$ cat src/rtl/audio_ram_stream_ctrl.sv
// rtl/audio_ram_stream_ctrl.sv - audio RAM circular-buffer playback sequencer (optional AUDIO_UNDERRUN_CNT_EN)
module audio_ram_stream_ctrl #(
   parameter int ADDR_W    = 14,
   parameter int LOW_WATER = 4096
) (
   input  logic              clk,
   input  logic              reset,
   input  logic [1:0]        csr_address,
   input  logic              csr_read,
   input  logic              csr_write,
   input  logic [31:0]       csr_writedata,
   output logic [31:0]       csr_readdata,
   output logic [ADDR_W-1:0] mem_address,
   output logic              mem_chipselect,
   output logic              mem_clken,
   output logic              mem_write,
   input  logic [7:0]        mem_readdata,
   output logic [15:0]       sample_data,
   output logic              sample_valid,
   input  logic              sample_ready,
   output logic              irq
);

   typedef enum logic [2:0] {
      S_IDLE    = 3'd0,
      S_ADDR_LO = 3'd1,
      S_CAP_LO  = 3'd2,
      S_CAP_HI  = 3'd3,
      S_VALID   = 3'd4
   } state_t;

   localparam logic [1:0]        A_CTRL   = 2'd0;
   localparam logic [1:0]        A_WR_PTR = 2'd1;
   localparam logic [1:0]        A_RD_PTR = 2'd2;
   localparam logic [1:0]        A_STATUS = 2'd3;
   localparam logic [ADDR_W:0]   LOW_WATER_C = (ADDR_W+1)'(LOW_WATER);
   localparam logic [ADDR_W-1:0] PAIR = ADDR_W'(2);

   state_t              state_q, state_d;
   logic [ADDR_W-1:0]   rd_ptr_q, rd_ptr_d;
   logic [ADDR_W-1:0]   wr_ptr_q, wr_ptr_d;
   logic                enable_q, enable_d;
   logic                irq_en_q, irq_en_d;
   logic                underrun_q, underrun_d;
   logic                urun_cond_q;
   logic [7:0]          lo_q, lo_d;
   logic [15:0]         data_q, data_d;
   logic [31:0]         readdata_q, readdata_d;

   logic [ADDR_W-1:0]   level;
   logic [ADDR_W-1:0]   level_next;
   logic                empty;
   logic                low_water;
   logic                has_pair;
   logic                has_pair_next;
   logic                wr_ctrl, wr_wptr, wr_stat;
   logic                flush;
   logic                urun_clr;
   logic                urun_cond;
   logic                urun_set;
   logic                handshake;
   logic [7:0]          cnt_field;
   logic [31:0]         status;
   logic                unused_wdata;

   // Fill level is derived purely from the registered pointers.
   assign level     = wr_ptr_q - rd_ptr_q;
   assign empty     = (level == '0);
   assign low_water = ({1'b0, level} < LOW_WATER_C);
   assign has_pair  = (level >= PAIR);

   assign wr_ctrl  = csr_write && (csr_address == A_CTRL);
   assign wr_wptr  = csr_write && (csr_address == A_WR_PTR);
   assign wr_stat  = csr_write && (csr_address == A_STATUS);
   assign flush    = wr_ctrl && csr_writedata[2];
   assign urun_clr = wr_stat && csr_writedata[1];

   // Gating with enable means an aborting VALID cycle can never be accepted.
   assign sample_valid = (state_q == S_VALID) && enable_q;
   assign handshake    = sample_valid && sample_ready;

   // RAM port 2 is only clocked during the two address phases of a fetch.
   assign mem_chipselect = (state_q == S_ADDR_LO) || (state_q == S_CAP_LO);
   assign mem_clken      = mem_chipselect;
   assign mem_write      = 1'b0;
   assign mem_address    = (state_q == S_ADDR_LO) ? rd_ptr_q :
                           (state_q == S_CAP_LO)  ? rd_ptr_q + ADDR_W'(1) : '0;

   assign sample_data  = data_q;
   assign csr_readdata = readdata_q;
   assign irq          = irq_en_q && (low_water || underrun_q);

   assign unused_wdata = ^csr_writedata[31:ADDR_W];

   // Control and pointer next-state; flush wins over a same-cycle handshake.
   always_comb begin
      enable_d = enable_q;
      irq_en_d = irq_en_q;
      wr_ptr_d = wr_ptr_q;
      rd_ptr_d = rd_ptr_q;
      if (wr_ctrl) begin
         enable_d = csr_writedata[0];
         irq_en_d = csr_writedata[1];
      end
      if (wr_wptr) begin
         wr_ptr_d = csr_writedata[ADDR_W-1:0];
      end
      if (flush) begin
         rd_ptr_d = wr_ptr_q;
      end else if (handshake) begin
         rd_ptr_d = rd_ptr_q + PAIR;
      end
   end

   // Level after this cycle's pointer updates decides back-to-back fetching.
   assign level_next    = wr_ptr_d - rd_ptr_d;
   assign has_pair_next = (level_next >= PAIR);

   // Fetch sequencer next-state and byte capture.
   always_comb begin
      state_d = state_q;
      lo_d    = lo_q;
      data_d  = data_q;
      case (state_q)
         S_IDLE: begin
            if (enable_q && has_pair) begin
               state_d = S_ADDR_LO;
            end
         end
         S_ADDR_LO: begin
            state_d = S_CAP_LO;
         end
         S_CAP_LO: begin
            lo_d    = mem_readdata;
            state_d = S_CAP_HI;
         end
         S_CAP_HI: begin
            data_d  = {mem_readdata, lo_q};
            state_d = S_VALID;
         end
         S_VALID: begin
            if (handshake) begin
               state_d = has_pair_next ? S_ADDR_LO : S_IDLE;
            end
         end
         default: begin
            state_d = S_IDLE;
         end
      endcase
      // Abort discards any partial sample and keeps the presented one.
      if (!enable_q || flush) begin
         state_d = S_IDLE;
         data_d  = data_q;
      end
   end

   // Underrun is an edge event so a held request only counts once.
   assign urun_cond = enable_q && sample_ready && !sample_valid && !has_pair;
   assign urun_set  = urun_cond && !urun_cond_q;

   // Sticky underrun flag; a new event beats a same-cycle clear.
   always_comb begin
      underrun_d = underrun_q;
      if (urun_set) begin
         underrun_d = 1'b1;
      end else if (urun_clr) begin
         underrun_d = 1'b0;
      end
   end

`ifdef AUDIO_UNDERRUN_CNT_EN
   logic [7:0] urun_cnt_q, urun_cnt_d;
   logic [7:0] urun_cnt_base;

   // Saturating event counter, cleared together with the sticky flag.
   always_comb begin
      urun_cnt_base = urun_clr ? 8'h00 : urun_cnt_q;
      urun_cnt_d    = urun_cnt_base;
      if (urun_set && (urun_cnt_base != 8'hFF)) begin
         urun_cnt_d = urun_cnt_base + 8'h01;
      end
   end

   // Counter register.
   always_ff @(posedge clk) begin
      if (reset) begin
         urun_cnt_q <= 8'h00;
      end else begin
         urun_cnt_q <= urun_cnt_d;
      end
   end

   assign cnt_field = urun_cnt_q;
`else
   assign cnt_field = 8'h00;
`endif

   // CSR read mux, registered for one cycle of read latency.
   always_comb begin
      status                = '0;
      status[0]             = empty;
      status[1]             = underrun_q;
      status[2]             = low_water;
      status[4 +: ADDR_W]   = level;
      status[31:24]         = cnt_field;
      readdata_d            = readdata_q;
      if (csr_read) begin
         case (csr_address)
            A_CTRL:   readdata_d = 32'({irq_en_q, enable_q});
            A_WR_PTR: readdata_d = 32'(wr_ptr_q);
            A_RD_PTR: readdata_d = 32'(rd_ptr_q);
            A_STATUS: readdata_d = status;
            default:  readdata_d = '0;
         endcase
      end
   end

   // State, pointer, control and data registers.
   always_ff @(posedge clk) begin
      if (reset) begin
         state_q     <= S_IDLE;
         rd_ptr_q    <= '0;
         wr_ptr_q    <= '0;
         enable_q    <= 1'b0;
         irq_en_q    <= 1'b0;
         underrun_q  <= 1'b0;
         urun_cond_q <= 1'b0;
         lo_q        <= 8'h00;
         data_q      <= 16'h0000;
         readdata_q  <= '0;
      end else begin
         state_q     <= state_d;
         rd_ptr_q    <= rd_ptr_d;
         wr_ptr_q    <= wr_ptr_d;
         enable_q    <= enable_d;
         irq_en_q    <= irq_en_d;
         underrun_q  <= underrun_d;
         urun_cond_q <= urun_cond;
         lo_q        <= lo_d;
         data_q      <= data_d;
         readdata_q  <= readdata_d;
      end
   end

endmodule
$ cat config.mk
export PLATFORM = sky130hd
export DESIGN_NAME = audio_ram_stream_ctrl
export DESIGN_NICKNAME = d
export VERILOG_FILES = /design/src/rtl/audio_ram_stream_ctrl.sv
export SDC_FILE = /design/constraint.sdc
export NUM_CORES = 1
export LEC_CHECK = 0
export ABC_AREA = 1
export BUFFER_PORTS_ARGS = -buffer_cell sky130_fd_sc_hd__clkbuf_2
export CORE_MARGIN = 5
export CORE_UTILIZATION = 40
export DETAILED_ROUTE_END_ITERATION = 10
export GPL_TIMING_DRIVEN = 1
export PLACE_DENSITY = 0.64
export SETUP_SLACK_MARGIN = 0.02
export SLEW_MARGIN = 30
export SYNTH_ARGS = -nofsm -noshare
export SYNTH_HDL_FRONTEND = slang
export SYNTH_SLANG_ARGS = --single-unit
export TNS_END_PERCENT = 30
$ cat constraint.sdc
create_clock -name clk -period 8.2 [get_ports clk]
set_clock_uncertainty 0.05 [all_clocks]
set_input_delay 1.64 -clock clk [delete_from_list [all_inputs] [get_ports clk]]
set_output_delay 1.64 -clock clk [all_outputs]
set_load 0.1 [all_outputs]
# [Word level (Yosys, flattened, before mapping)]
# Cells that the tools add are included.
# W data, S select, Z words.
[totals] input_bits=47 output_inout_bits=67 register_bits=91 wordCells=66
[classes] eq_ne=9 n_bitwise=1 reduce_logical=27 n_addsub=4 mux=12 order_cmp=3
[op_table] cell="$pmux W32 S4" n=1
[op_table] cell="$mux W14" n=5
[op_table] cell="$ge A14 B2 Y1 const B" n=2
[op_table] cell="$sub A14 B14 Y14" n=2
[op_table] cell="$pmux W3 S5" n=1
[op_table] cell="$add A14 B1 Y14 const B" n=1
[op_table] cell="$add A14 B2 Y14 const B" n=1
[op_table] cell="$logic_not A14 Y1" n=1
[op_table] cell="$lt A14 B13 Y1 const B" n=1
[op_table] cell="$logic_and A1 B1 Y1" n=13
[op_table] cell="$eq A3 B2 Y1 const B" n=2
[op_table] cell="$mux W3" n=2
[op_table] cell="$eq A2 B2 Y1 const B" n=2
[op_table] cell="$logic_not A1 Y1" n=4
[op_table] cell="$ne A2 B2 Y1 const B" n=2
[op_table] cell="$reduce_and A2 Y1" n=2
[op_table] cell="$eq A3 B1 Y1 const B" n=1
[op_table] cell="$eq A3 B3 Y1 const B" n=1
[op_table] cell="$logic_not A3 Y1" n=1
[op_table] cell="$logic_or A1 B1 Y1" n=3
[op_table] cell="$mux W1" n=3
[op_table] cell="$eq A2 B1 Y1 const B" n=1
[op_table] cell="$logic_not A2 Y1" n=1
[op_table] cell="$reduce_bool A2 Y1" n=1
[op_table] cell="2 further kinds" n=2

# [Depth between registers and ports, before layout]
# Gate-level depths: netlist of the first run.
[logic_depth] depth_word=10 depth_mapped=25 ltp_nobuf=25

# [Worst setup path before layout of the first run]
# OpenSTA, ideal clock, no wires.
[synth_timing] path_kind="register -> output" startpoint="reg state_q[2]" endpoint="out mem_address[8]" path_buffers=0 arrival_ns=3.963 slack_ns=2.547 stages_incl_launch_ff=6 required_time_ns=6.510 cell_sequence="dfxtp_1 > nor3_1 > inv_1 > nand2_1 > inv_1 > a311oi_1"
[synth_between] elab_chain_len=3 word_cells_on_any_way=4 cone_classes="2 x eq/ne; 2 x mux"
[synth_rtl] item="start, declared" line="39" source="state_t state_q, state_d;"
[synth_rtl] item="start signal, assigned" line="232" source="state_q <= state_d;"
[synth_rtl] item="$eq A3 B2 Y1" line="87" source="(state_q == S_CAP_LO) ? rd_ptr_q + ADDR_W'(1) : '0;"
[synth_rtl] item="$mux W14" line="87"
[synth_rtl] item="$mux W14 *" line="86" source="assign mem_address = (state_q == S_ADDR_LO) ? rd_ptr_q :"
[synth_rtl] item="end, declared" line="13" source="output logic [ADDR_W-1:0] mem_address,"
# Every way passes the cells marked *; elsewhere a longest branch is shown, timed or not.

# [Worst setup path in the final report of the first run]
[layout_timing] startpoint="in csr_address[1]" endpoint="reg state_q[0]"
[layout_between] elab_chain_len=9 word_cells_on_any_way=14 cone_classes="1 x add/sub; 1 x order compare; 1 x eq/ne; 5 x mux; 6 x reduce/logical"
[layout_rtl] item="start, declared" line="8" source="input logic [1:0] csr_address,"
[layout_rtl] item="$logic_not A2 Y1" line="72" source="assign wr_ctrl = csr_write && (csr_address == A_CTRL);"
[layout_rtl] item="$logic_and A1 B1 Y1" line="72"
[layout_rtl] item="$logic_and A1 B1 Y1" line="75" source="assign flush = wr_ctrl && csr_writedata[2];"
[layout_rtl] item="$mux W14" line="108" source="if (flush) begin"
[layout_rtl] item="via rd_ptr_d[1]" line="40" source="logic [ADDR_W-1:0] rd_ptr_q, rd_ptr_d;"
[layout_rtl] item="$sub A14 B14 Y14" line="116" source="assign level_next = wr_ptr_d - rd_ptr_d;"
[layout_rtl] item="$ge A14 B2 Y1" line="117" source="assign has_pair_next = (level_next >= PAIR);"
[layout_rtl] item="$mux W1" line="143" source="state_d = has_pair_next ? S_ADDR_LO : S_IDLE;"
[layout_rtl] item="$mux W3" line="142" source="if (handshake) begin"
[layout_rtl] item="$pmux W3 S5" line="124" source="case (state_q)"
# The timed path passes the listed nets, and every way through them passes these cells. The select of a mux whose other input is x is not followed.
# A chain may end at the register's enable or synchronous reset.

==> results of run 1 <==
[sequential cells by signal (all words and copies together), names as in the netlist]
register,count
underrun_q,1
state_q,3
lo_q,8
enable_q,1
sample_data,16
csr_readdata,18
rd_ptr_q,14
urun_cond_q,1
wr_ptr_q,14
irq_en_q,1
[final cells by class]
cell class | instances | share of cell area
Multi-Input combinational cell | 587 | 0.516
Sequential cell | 77 | 0.251
Inverter | 135 | 0.0828
Timing Repair Buffer | 81 | 0.0675
Clock buffer | 9 | 0.0366
Tap cell | 176 | 0.0358
Clock inverter | 7 | 0.0110
[cell usage in the layout, fill, tap and decap left out, types with 11 or more instances in the layout]
cell / instances
a211oi_1: 11
nand2_1: 154
o21ai_0: 61
nand3_1: 32
dfxtp_1: 77
conb_1: 15
ha_1: 27
o22ai_1: 14
xor2_1: 14
nor2_1: 89
inv_1: 126
a21oi_1: 83
clkbuf_2: 79
[cells by family after synthesis]
group	count (synthesis)
AOI/OAI and AO/OA	195
xor gates and xnor gates	22
adders and majority gates	29
buffers and inverters	175
DFF	77
other	1
and+or+nand+nor	326
[path summary, 6_finish.rpt]
| check | to | startpoint | depth (start not counted) | slack (ns) |
|---|---|---|---|---|
| max | state_q[0] | csr_address[1] | 20 | 3.50 |
| min | underrun_q | urun_cond_q | 1 | 0.36 |
| max reg2reg | state_q[0] | enable_q | 22 | 4.54 |
| min reg2reg | underrun_q | urun_cond_q | 1 | 0.36 |
[power groups by stage]
stage / Combinational (uW) / Sequential (uW) / Clock (uW)
after floorplan: 216 / 425 / 0
after global placement: 290 / 399 / 0
after detailed placement: 292 / 399 / 0
after CTS: 294 / 391 / 394
after global routing: 328 / 392 / 410
final: 294 / 391 / 386
[layer usage]
layer  track usage  up-vias
met1         0.251     2335
met4        0.0530        0
met3        0.0381       14
li1              -     2790
met5             0        -
met2         0.292      122
[metrics by stage]
stage / instance area [um^2] / power (uW) / util / hold WS, ns / setup slack (ns)
2_1_floorplan: 5430 / 641 / - / 0.346 / 2.55
3_3_place_gp: 5840 / 689 / 0.441 / 0.353 / 3.17
3_5_place_dp: 5840 / 691 / 0.441 / 0.355 / 3.19
4_1_cts: 6140 / 1080 / 0.463 / 0.361 / 3.54
5_1_grt: 6150 / 1130 / 0.465 / 0.386 / 3.01
6_report: 6150 / 1070 / 0.465 / 0.360 / 3.50
==> flow_summary.json, run 1 <==
{
  "synth_simple_gate_area_frac": 0.269,
  "finalHoldViolCount": 0,
  "stdcell_count": 1072,
  "required_ns": 8.38,
  "fin_setup_tns_ns": 0,
  "ir_drop_mv": 0.0843,
  "synthArstFlopShare": 0,
  "crit_family": "simple AND/OR/NAND/NOR gates",
  "cts.path.max_buffers": 2,
  "viasPerCell": 4.91,
  "synthToLayoutAreaGrowth_pct": 14.3,
  "cp_max_fo": 17,
  "rsz0062_at_grt": "no",
  "p_per_area_mw_per_mm2": 174,
  "post-synth-top-count-cell": "nand2_1",
  "netlist_area_mm2": 0.00538,
  "cts_resized": 0,
  "synth_cells": 825,
  "min_path_type": "reg2reg",
  "ys_seq_area_frac": 0.286,
  "grt.total_usage": 0.183,
  "start_util": 0.406,
  "synthAdderAreaFrac": 0.0702,
  "synth_seq_cells": 77,
  "core_mm2": 0.0132,
  "dieArea_mm2": 0.0159,
  "antennaDiodeCount": 0,
  "worstSkewPairLatency_ns": 0.34,
  "grt_antenna_before_repair": 0,
  "critPathMaxStageDelay_ns": 0.44,
  "fillers": 1423,
  "ioPinCount": 114,
  "htreeDepth": 3,
  "grt_pass1_vias": 4777,
  "synth_top_family_by_area": "simple AND/OR/NAND/NOR gates",
  "worstMarginPinSlew_ns": 0.881,
  "internal_power_uw": 681,
  "maxCapViolCount": 0,
  "status": "completed",
  "synth.largest_area_cell": "dfxtp_1",
  "routed_wl_um": 14900,
  "num_vias": 5261,
  "p_leak_uw": 0.00283,
  "crit_path_end_kind": "register",
  "dpl.cell_count": 1055,
  "p_sw_frac": 0.364,
  "finalSetupViolations": 0,
  "clock_sinks": 77,
  "ctsHoldBuffers": 0,
  "synth_compound_area_frac": 0.204,
  "period_needed_ns": 4.70,
  "critPathArrivalTime_ns": 4.88,
  "cts_tree": "done",
  "cp_common_cell": "nor2_1",
  "ys_warn_count": 0,
  "fp.dieW_um": 126,
  "rows": 42,
  "critical_path_class": "in2reg",
  "synth.avg_cell_area_um2": 6.52,
  "wl_met1_um": 7200,
  "drt_iter0_drc": 302,
  "p_sw_uw": 390,
  "yosysTopAreaCellShare": 0.286,
  "io_buffers": 80,
  "ff_latch_area_mm2": 0.00154,
  "crit_chain": "clkbuf_2 > nor2_2 > nand2_2 > nor2_4 > inv_4 > o21ai_0 > inv_1 > ha_1 > a21oi_1 > nor2_1 > o21ai_0 > nand3_1 > xor2_1 > inv_1 > nor2_1 > nand2_1 > nor2_1 > nand2_1 > o21bai_1 > a21oi_1",
  "fmax_ghz": 0.213,
  "synth.mux.area_fraction": 0,
  "maxSlewHeadroom": 0.412,
  "top_layer": "met4",
  "ant_nets": 0,
  "synthXorXnorAreaFrac": 0.0358,
  "slew_violations": 0,
  "die_h_um": 126,
  "slowest_stage": "o21ai_0",
  "p_clk_frac": 0.360,
  "routedWlPerCell_um": 13.9,
  "cts_made_buffers": 9,
  "layout-drive-gt1-share": 0.148,
  "clk_pin_slew_ns": 0.07,
  "drtPass1Iterations": 5,
  "hpwl_um": 12000,
  "wl_met3_um": 890,
  "min_period_over_period": 0.573,
  "cts_setup_buffers": 0,
  "pwr-share-comb": 0.275,
  "fin_nets": 967,
  "synth_cell_type_count": 47,
  "multiInputGateArea_mm2": 0.00317,
  "dr_wl_met2_um": 6590,
  "gp_congestion": 0.953,
  "grt_pass1_wl_um": 23900,
  "timing.critical_path.from_type": "input port",
  "grt_start_max_net_pins": 47,
  "grt-ovfl-total": 0,
  "synth_flop_cell": "dfxtp_1",
  "synth_common_cells": "nand2_1, inv_1, nor2_1, a21oi_1, dfxtp_1",
  "p_seq_frac": 0.365,
  "drcViolationCount": 0,
  "synth_edf_count": 0,
  "cts_root_buffer": "clkbuf_16",
  "ys_top_cells_by_area": "dfxtp_1, nand2_1, inv_1, a21oi_1, ha_1",
  "path_buf_inv": 4
}
No activity file was read; power rests on OpenSTA's default activity.
==> run 2, diff against run 1 <==
--- a/config.mk
+++ b/config.mk
@@ -11,7 +11,7 @@
 export CORE_UTILIZATION = 40
 export DETAILED_ROUTE_END_ITERATION = 10
 export GPL_TIMING_DRIVEN = 1
-export PLACE_DENSITY = 0.64
+export PLACE_DENSITY = 0.66
 export SETUP_SLACK_MARGIN = 0.02
 export SLEW_MARGIN = 30
 export SYNTH_ARGS = -nofsm -noshare
==> constraint.sdc (replaced) <==
create_clock -name clk -period 3.9 [get_ports clk]
set_clock_uncertainty 0.05 [all_clocks]
set_input_delay 0.78 -clock clk [delete_from_list [all_inputs] [get_ports clk]]
set_output_delay 0.78 -clock clk [all_outputs]
set_load 0.1 [all_outputs]
==> run 2 against run 1 <==
- global-route usage grew 1.1 points
- hold slack gained 0.0096 ns
- wire length grew 4.1%
- die area is the same
- core utilization grew 1.5 points
- combinational power grew 120%
- register-to-register slack lost 3.9 ns
- final area grew 3.2%
- critical path type is now reg2out
- critical endpoint is now irq
- largest power group is now clock
==> flow_summary.json, run 2 (synthesized netlist as in run 1, its figures left out) <==
{
  "period_needed_ns": 3.68,
  "multiInputGateArea_mm2": 0.00318,
  "cp_max_fo": 7,
  "grt_pass1_vias": 5065,
  "p_seq_frac": 0.353,
  "ioPinCount": 114,
  "grt-ovfl-total": 0,
  "gp_congestion": 0.903,
  "viasPerCell": 5.03,
  "io_buffers": 80,
  "required_ns": 3.07,
  "maxCapViolCount": 0,
  "layout-drive-gt1-share": 0.172,
  "p_sw_uw": 813,
  "critPathArrivalTime_ns": 2.85,
  "status": "completed",
  "hpwl_um": 12400,
  "cts_made_buffers": 9,
  "final_cell_mix": "nand2_1, inv_1, nor2_1, a21oi_1, clkbuf_2",
  "p_leak_uw": 0.00294,
  "critical_path_class": "reg2out",
  "crit_path_end_kind": "primary output",
  "cts_tree": "done",
  "grt.total_usage": 0.195,
  "htreeDepth": 3,
  "finalSetupViolations": 0,
  "drcViolationCount": 0,
  "min_period_over_period": 0.944,
  "antennaDiodeCount": 0,
  "routed_wl_um": 15500,
  "clk_pin_slew_ns": 0.07,
  "finalHoldViolCount": 0,
  "largest_reg_flops": 18,
  "pwr-share-comb": 0.273,
  "worstMarginPinSlew_ns": 0.681,
  "rows": 42,
  "cts_resized": 0,
  "min_path_type": "reg2reg",
  "p_per_area_mw_per_mm2": 367,
  "fp.dieW_um": 126,
  "start_util": 0.406,
  "fillers": 1429,
  "cts_setup_buffers": 0,
  "grt_antenna_before_repair": 0,
  "maxSlewHeadroom": 0.545,
  "die_h_um": 126,
  "fin_nets": 991,
  "num_vias": 5510,
  "worstSkewPairLatency_ns": 0.34,
  "rsz0062_at_grt": "no",
  "routedWlPerCell_um": 14.1,
  "grt_pass1_wl_um": 25400,
  "ctsHoldBuffers": 0,
  "critPathLaunch": "rd_ptr_q[0]",
  "ant_nets": 0,
  "p_sw_frac": 0.349,
  "grt_start_max_net_pins": 46,
  "timing.critical_path.from_type": "register",
  "ff_latch_area_mm2": 0.00154,
  "ir_drop_mv": 0.213,
  "clock_sinks": 77,
  "p_clk_frac": 0.374,
  "slew_violations": 0,
  "drt_iter0_drc": 389,
  "dieArea_mm2": 0.0159,
  "fin_setup_tns_ns": 0,
  "reg2reg_from": "enable_q",
  "synthToLayoutAreaGrowth_pct": 18.0,
  "internal_power_uw": 1520,
  "hp-start": "urun_cond_q",
  "final_common_cell": "nand2_1",
  "drtPass1Iterations": 5,
  "hold_ws_ns": 0.370,
  "cts.path.max_buffers": 2,
  "fmax_ghz": 0.272,
  "cts_root_buffer": "clkbuf_16",
  "core_mm2": 0.0132
}
-- run 2: cell types whose count changed in the layout (fill, tap and decap cells not counted), sizes merged --
cell      before  now
buf            2   25
inv          137  134
clkbuf        88   90
bufinv         0    1
clkinvlp       1    2
-- run 2: cell type report --
| cell class | count | area share |
|---|---|---|
| Multi-Input combinational cell | 587 | 0.501 |
| Sequential cell | 77 | 0.243 |
| Timing Repair Buffer | 105 | 0.0930 |
| Inverter | 135 | 0.0802 |
| Clock buffer | 10 | 0.0376 |
| Tap cell | 176 | 0.0347 |
| Clock inverter | 6 | 0.0112 |
-- run 2: worst paths after layout --
check / endpoint / slack, ns / depth (start not counted)
setup / recovery: irq / 0.22 / 11
hold / removal: underrun_q / 0.37 / 1
setup reg to reg: state_q[0] / 0.60 / 23
hold reg to reg: underrun_q / 0.37 / 1
-- run 2: per-stage QoR --
stage | power (uW) | std cells | cell area (um^2) | worst slack [ns] | utilization
after floorplan | 1350 | 839 | 5440 | -0.103 | -
after global placement | 1470 | 1080 | 6040 | 0.150 | 0.456
after detailed placement | 1470 | 1080 | 6040 | 0.120 | 0.456
after CTS | 2340 | 1096 | 6350 | 0.107 | 0.479
after global routing | 2450 | 1096 | 6350 | 0.0414 | 0.480
final | 2330 | 1096 | 6350 | 0.217 | 0.480
-- run 2: routing by layer --
layer	up-vias	GRT usage	routed length, um
met5	-	0	0
met4	0	0.0625	374
met3	28	0.0318	1060
met2	183	0.305	6750
met1	2461	0.274	7320
li1	2838	-	-
-- run 2: critical path, cell delays in order, from the launching register on --
cell      delay, ns
dfxtp_1        0.47
ha_1           0.20
inv_1          0.06
fa_1           0.42
nand3_1        0.11
nand2_1        0.11
nand3_1        0.10
nand3_1        0.09
xnor2_1        0.26
nand2_2        0.14
a21oi_1        0.20
clkbuf_4       0.37
-- run 2: power by group through the flow --
| stage | registers [uW] | logic (uW) | clock network [uW] |
|---|---|---|---|
| 6_report | 822 | 637 | 871 |
| 4_1_cts | 822 | 634 | 886 |
| 2_1_floorplan | 893 | 454 | 0 |
| 3_5_place_dp | 839 | 631 | 0 |
| 5_1_grt | 824 | 706 | 922 |
| 3_3_place_gp | 839 | 628 | 0 |
